### src/rtl/mem_port_arbiter.sv
// Purpose: round-robin arbiter sharing one combinational-read memory port between instruction fetch and data access.
// Latency: request sampled in IDLE at edge N, memory access in cycle N+1, one-cycle ack in cycle N+2 (one transaction per 3 cycles).
// Backpressure: requesters hold req until ack; the losing port simply waits, at most one transaction, for the next IDLE.
module mem_port_arbiter #(
    parameter int ADDR_W = 6
) (
    input  logic              clk,
    input  logic              rst,

    // instruction fetch port
    input  logic              if_req,
    input  logic [ADDR_W-1:0] if_addr,
    output logic              if_ack,
    output logic [31:0]       if_rdata,

    // data port
    input  logic              d_req,
    input  logic              d_we,
    input  logic [2:0]        d_funct3,
    input  logic [ADDR_W-1:0] d_addr,
    input  logic [31:0]       d_wdata,
    output logic              d_ack,
    output logic [31:0]       d_rdata,
    output logic              d_err,

    // shared memory port
    output logic              mem_read,
    output logic              mem_write,
    output logic [2:0]        mem_funct3,
    output logic [ADDR_W-1:0] mem_addr,
    output logic [31:0]       mem_wdata,
    input  logic [31:0]       mem_rdata
);

    typedef enum logic [1:0] {
        ST_IDLE   = 2'd0,
        ST_ACCESS = 2'd1,
        ST_RESP   = 2'd2
    } state_t;

    typedef enum logic {
        PORT_I = 1'b0,
        PORT_D = 1'b1
    } port_t;

    localparam logic [2:0] F3_SB = 3'd0;
    localparam logic [2:0] F3_SH = 3'd1;
    localparam logic [2:0] F3_SW = 3'd2;

    state_t state;
    port_t  grant;
    port_t  last_grant;
    port_t  winner;
    logic   d_reject;

    // Round-robin pick: a lone requester wins; on a tie the port that did not win last time goes.
    always_comb begin
        winner = PORT_I;
        if (if_req && d_req) begin
            winner = (last_grant == PORT_D) ? PORT_I : PORT_D;
        end else if (d_req) begin
            winner = PORT_D;
        end
    end

    // Stores with an unknown width or a misaligned halfword/word address never reach memory.
    always_comb begin
        d_reject = 1'b0;
        if (d_we) begin
            if (d_funct3 > F3_SW) begin
                d_reject = 1'b1;
            end else if ((d_funct3 == F3_SH) && d_addr[0]) begin
                d_reject = 1'b1;
            end else if ((d_funct3 == F3_SW) && (d_addr[1:0] != 2'b00)) begin
                d_reject = 1'b1;
            end
        end
    end

    // Memory port is driven only during ACCESS; combinational so an async reset drops mem_write at once.
    always_comb begin
        mem_read   = 1'b0;
        mem_write  = 1'b0;
        mem_funct3 = 3'd0;
        mem_addr   = '0;
        mem_wdata  = 32'd0;
        if (state == ST_ACCESS) begin
            if (grant == PORT_I) begin
                mem_read   = 1'b1;
                mem_funct3 = F3_SW;
                mem_addr   = if_addr;
            end else begin
                mem_read   = !d_we;
                mem_write  = d_we && !d_reject;
                mem_funct3 = d_funct3;
                mem_addr   = d_addr;
                mem_wdata  = d_wdata;
            end
        end
    end

    // Arbitration FSM with registered acks and per-port response data that holds until that port's next response.
    always_ff @(posedge clk or negedge rst) begin
        if (!rst) begin
            state      <= ST_IDLE;
            grant      <= PORT_I;
            last_grant <= PORT_D;
            if_ack     <= 1'b0;
            d_ack      <= 1'b0;
            if_rdata   <= 32'd0;
            d_rdata    <= 32'd0;
            d_err      <= 1'b0;
        end else begin
            if_ack <= 1'b0;
            d_ack  <= 1'b0;
            case (state)
                ST_IDLE: begin
                    if (if_req || d_req) begin
                        grant      <= winner;
                        last_grant <= winner;
                        state      <= ST_ACCESS;
                    end
                end
                ST_ACCESS: begin
                    state <= ST_RESP;
                    if (grant == PORT_I) begin
                        if_ack   <= 1'b1;
                        if_rdata <= mem_rdata;
                    end else begin
                        d_ack   <= 1'b1;
                        d_rdata <= d_we ? 32'd0 : mem_rdata;
                        d_err   <= d_reject;
                    end
                end
                ST_RESP: begin
                    state <= ST_IDLE;
                end
                default: begin
                    state <= ST_IDLE;
                end
            endcase
        end
    end

endmodule

### config.mk
export PLATFORM = sky130hd
export DESIGN_NAME = mem_port_arbiter
export DESIGN_NICKNAME = d
export VERILOG_FILES = /design/src/rtl/mem_port_arbiter.sv
export SDC_FILE = /design/constraint.sdc
export NUM_CORES = 1
export LEC_CHECK = 0
export CORE_AREA = 2 2 95 97
export CTS_BUF_LIST = sky130_fd_sc_hd__clkbuf_8 sky130_fd_sc_hd__clkbuf_16
export DETAILED_ROUTE_END_ITERATION = 8
export DIE_AREA = 0 0 97 99
export HOLD_SLACK_MARGIN = 0.03
export PLACE_DENSITY = 0.83
export SYNTH_ARGS = -nofsm -noshare
export SYNTH_HDL_FRONTEND = slang
export SYNTH_SLANG_ARGS = --single-unit
### constraint.sdc
create_clock -name clk -period 3 [get_ports clk]
set_clock_uncertainty 0.05 [all_clocks]
set_input_delay 0.6 -clock clk [delete_from_list [all_inputs] [get_ports clk]]
set_output_delay 0.6 -clock clk [all_outputs]
set_load 0.05 [all_outputs]
Yosys cells after proc, flatten, opt, wreduce, memory -nomap -nowiden. Index checks and enable logic that the tools add are counted.

Equal/unequal tests: 4. Order comparisons: 1. Mux-type cells: 24. Reduce and logical (&&, ||, !) cells: 12. Bitwise gates (word level): 1.

Operators by type and width (number): two-way mux 32 bit (3); two-way mux 1 bit (15); two-way mux 6 bit (2); two-way mux 3 bit (2); AND reduction 2 bit (3); logical AND 1 bit (4); one-hot mux 2 bit (2 select lines) (1); == test 3 x 1 -> 1 bit (second input constant) (1); == test 3 x 2 -> 1 bit (second input constant) (1); > comparator 3 x 2 -> 1 bit (second input constant) (1); == test 2 x 1 -> 1 bit (second input constant) (1); logical NOT 1 bit (2); logical NOT 2 bit (1); two-way mux 2 bit (1); != test 2 bit (second input constant) (1); nonzero test 2 bit (1); logical OR 1 bit (1); inverter 1 bit (1).

Output and inout bits: 110. Input port bits: 84. Word-level logic and storage cells: 50. Flip-flop bits (word level): 71.

Longest topological paths before layout.
Depth after elaboration: 10. Gate-level depth with buffers: 5. Depth with buffers taken out: 2.

Worst setup path before layout. OpenSTA, ideal clock, no wires.

Path type: input -> output. Start point: input d_we. End point: output mem_read. Buffers on the path: 1. Slack: 0.760 ns. Data arrival time: 1.590 ns. Stages on the path: 2. Cells stage by stage: clkbuf_1 > a21oi_1.

Longest elaborated chain between the ends: 3.

RTL lines: from (decl) (RTL line 18) `input logic d_we,`; logical NOT 1 bit (RTL line 93) `mem_read = !d_we;`; two-way mux 1 bit (RTL line 88) `if (grant == PORT_I) begin`; two-way mux 1 bit (RTL line 87) `if (state == ST_ACCESS) begin`; to (decl) (RTL line 27) `output logic mem_read,`.

No other way between the ends.

Worst setup path after layout.
Start point: register grant. End point: output mem_wdata[4].

Longest elaborated chain between the ends: 2.

RTL lines: from (decl) (RTL line 51) `port_t grant;`; from (signal assigned) (RTL line 119) `grant <= winner;`; two-way mux 32 bit (RTL line 88); two-way mux 32 bit (RTL line 87); to (decl) (RTL line 31) `output logic [31:0] mem_wdata,`.

No other way between the ends.

==> metrics.md <==
| Metric | Value |
|---|---|
| P per Cell Area | `1250 nW/um^2` |
| Largest net degree at the start of global routing | `72` |
| Final Non-Filler Cells | `555` |
| Routed Antenna Nets | `0` |
| Mapped cell area | `3400 sq um` |
| Worst hold margin | `0.347 ns` |
| Delay of the slowest cell on the worst path | `0.67 ns` |
| Dpl cells | `539` |
| Worst reg2reg setup slack | `0.69 ns` |
| Longest Clk Path Bufs | `2` |
| Final hold violation count | `0` |
| Post-Syn Area per Cell | `13.6 sq um` |
| Design Area, Final | `5880 sq um` |
| Power Internal | `0.00377 W` |
| # setup viols final | `0` |
| Clk_lat worst skew | `0.32 ns` |
| Placer congestion estimate | `0.912` |
| CTS root buf | `clkbuf_8` |
| Crit path cell chain | `and3b_2 > and2_1 > buf_12` |
| Synth top cells by count | `dfrtp_1 (70), and2_1 (34), mux2_4 (32), nor2b_1 (32), mux2_2 (31)` |
| Routed len/inst | `16.2 microns` |
| Syn nets | `333` |
| Crit Path Max Fanout | `37` |
| CORE AREA | `8550 sq um` |
| Sequential area share after synthesis | `52.3%` |
| Initial antenna violation count | `0` |
| Avg Vias per Cell | `4.72` |
| # Max-Cap Violations | `0` |
| Die extent in x | `97 microns` |
| Slew HR | `41.6%` |
| CTS H-tree depth | `3` |
| Post-CTS setup buffer count | `0` |
| Vias in the first global route | `2,842` |
| Hold buffer count at CTS | `0` |
| IO Port Bufs | `193` |
| Remaining global-route overflow | `0` |
| Critical Path Start Type | `register` |
| Synth Register Bits | `71` |
| Sw Ratio | `48.6%` |
| Cts bufs inserted | `9` |
| Top-count cell post-synth | `dfrtp_1` |
| GRT Total Usage | `19.1%` |
| FFs w/ async S/R, synth | `100%` |
| Die area | `9600 sq um` |
| Initial Utilization | `39.7%` |
| Setup TNS | `0 ns` |
| IO Pins | `194` |
| DR pass1 iterations | `3` |
| Top-area cell type share of the netlist area | `51.6%` |
| Synth Flop Type | `dfrtp_1` |
| Hold Crit Class | `in -> async` |
| Post-synth EDFFs | `0` |
| Power share of the sequential group | `23.9%` |
| Crit. End Element | `output pin` |
| Leakage power | `2.52 nW` |
| Pins Over Slew Limit | `0` |
| Crit Path Class | `reg -> out` |
| CTS tree | `built` |
| Clock sinks | `71` |
| Clock share of power | `9.1%` |
| Critical-path top delay cell | `dfrtp_1` |
| Max Clock Freq | `373 MHz` |
| Status | `completed` |
| Worst path top cell family by delay | `simple AND/OR/NAND/NOR gates` |
| Comb power frac | `67.1%` |
| First-pass GRT wire length | `14,700 microns` |
| Rows | `34` |
| Period Utilization, post-route | `89.3%` |
| Layout cells sized above 1 | `29.8%` |
| Syn-to-layout area delta | `73.0%` |
| Ranking of synthesized cells by area | `dfrtp_1 (52%), mux2_4 (14%), mux2_2 (10%)` |
| Worst path bufs/invs | `1` |
| Peak VDD IR | `0.717 mV` |
| Critical path arrival | `2.03 ns` |
| N_diodes | `0` |
| Area after DPL | `5710 sq um` |
| DRC viols | `0` |
| Total Wirelength | `8970 microns` |
| Unique masters post-synth | `28` |
| Hpwl dp | `6840 microns` |
| Slew @ Worst Pin | `0.876 ns` |
| Die H | `99 microns` |
| Final #Nets | `526` |
| Post-route minimum period | `2.68 ns` |
| Post-synth top area cell | `dfrtp_1` |
| NetSw | `0.00356 W` |
| Post-cts repair resize count | `0` |
| CTS clk-pin slew, worst paths | `0.08 ns` |
| Via count | `2,618` |
| RSZ-0062 raised after global routing | `false` |
| Initial drt markers | `33` |
| Cells after Synth | `249` |
| Synth warn | `0` |
| CP required | `2.35 ns` |
-- layer usage --
metal  track usage, %  share of wire (%)  vias to the layer above
li1                 -                  -                     1223
met1             22.2                 39                     1287
met2             34.8                 54                      100
met3             6.17                6.3                        8
met4             3.68               0.84                        0
met5                0                  0                        -
-- final cells by class --
class | instances | area, sq um
clock inverter | 7 | 47.5
clock buffer | 9 | 124
inverter | 3 | 11.3
fill | 629 | 2670
sequential | 71 | 1780
timing repair buffer | 198 | 2310
multi-input combinational | 159 | 1470
tap | 108 | 135
-- cells by family after synthesis --
kind of cell           count (synthesis)  synth area share (%)
AOI/OAI and AO/OA                      8                  1.81
buffers and inverters                 19                  4.35
DFF                                   71                  52.3
muxes                                 70                  26.5
and+or+nand+nor                       81                  15.0
-- stage by stage --
stage,util [%],setup slack [ns],total power [W]
after floorplan,-,0.760,0.00498
after CTS,68.7,0.269,0.00741
after global routing,68.7,0.171,0.00764
after detailed placement,66.7,0.561,0.00672
final,68.7,0.322,0.00732
after global placement,66.7,0.584,0.00663
-- power groups by stage --
stage	registers [W]	logic, W	clock network (W)
final	0.00175	0.00491	0.000664
after CTS	0.00176	0.00496	0.000693
after global placement	0.00174	0.00489	0
after floorplan	0.00328	0.00170	0
after detailed placement	0.00177	0.00495	0
after global routing	0.00181	0.00509	0.000732
-- path summary, 6_finish.rpt --
path,startpoint,end,cells past startpoint
setup / recovery,grant,mem_wdata[4],3
hold / removal,rst,d_rdata[23],1
setup reg to reg,grant,d_rdata[26],3
max in group asynchronous,rst,d_err,1
hold reg to reg,if_rdata[21],if_rdata[21],1
min in group clk,if_rdata[21],if_rdata[21],1
-- sequential cells by signal, summed over array words and instances (netlist names) --
| signal | count |
|---|---|
| d_ack | 1 |
| state | 2 |
| last_grant | 1 |
| d_err | 1 |
| grant | 1 |
| d_rdata | 32 |
| if_rdata | 32 |
| if_ack | 1 |
-- cell usage in the layout, fill, tap and decap left out, types with 2 or more instances in the layout --
| master | Yosys | final |
|---|---|---|
| inv_1 | 3 | 3 |
| and2_1 | 34 | 34 |
| clkinvlp_4 | 0 | 2 |
| mux2_2 | 31 | 31 |
| clkdlybuf4s50_1 | 0 | 149 |
| clkinv_2 | 0 | 3 |
| buf_12 | 0 | 36 |
| mux2i_1 | 6 | 6 |
| buf_4 | 0 | 13 |
| nor2b_1 | 32 | 32 |
| clkbuf_8 | 0 | 9 |
| dfrtp_1 | 70 | 70 |
| a21oi_1 | 2 | 2 |
| nor2_1 | 7 | 7 |
| mux2_4 | 32 | 32 |
(Power assumes the default switching activity.)
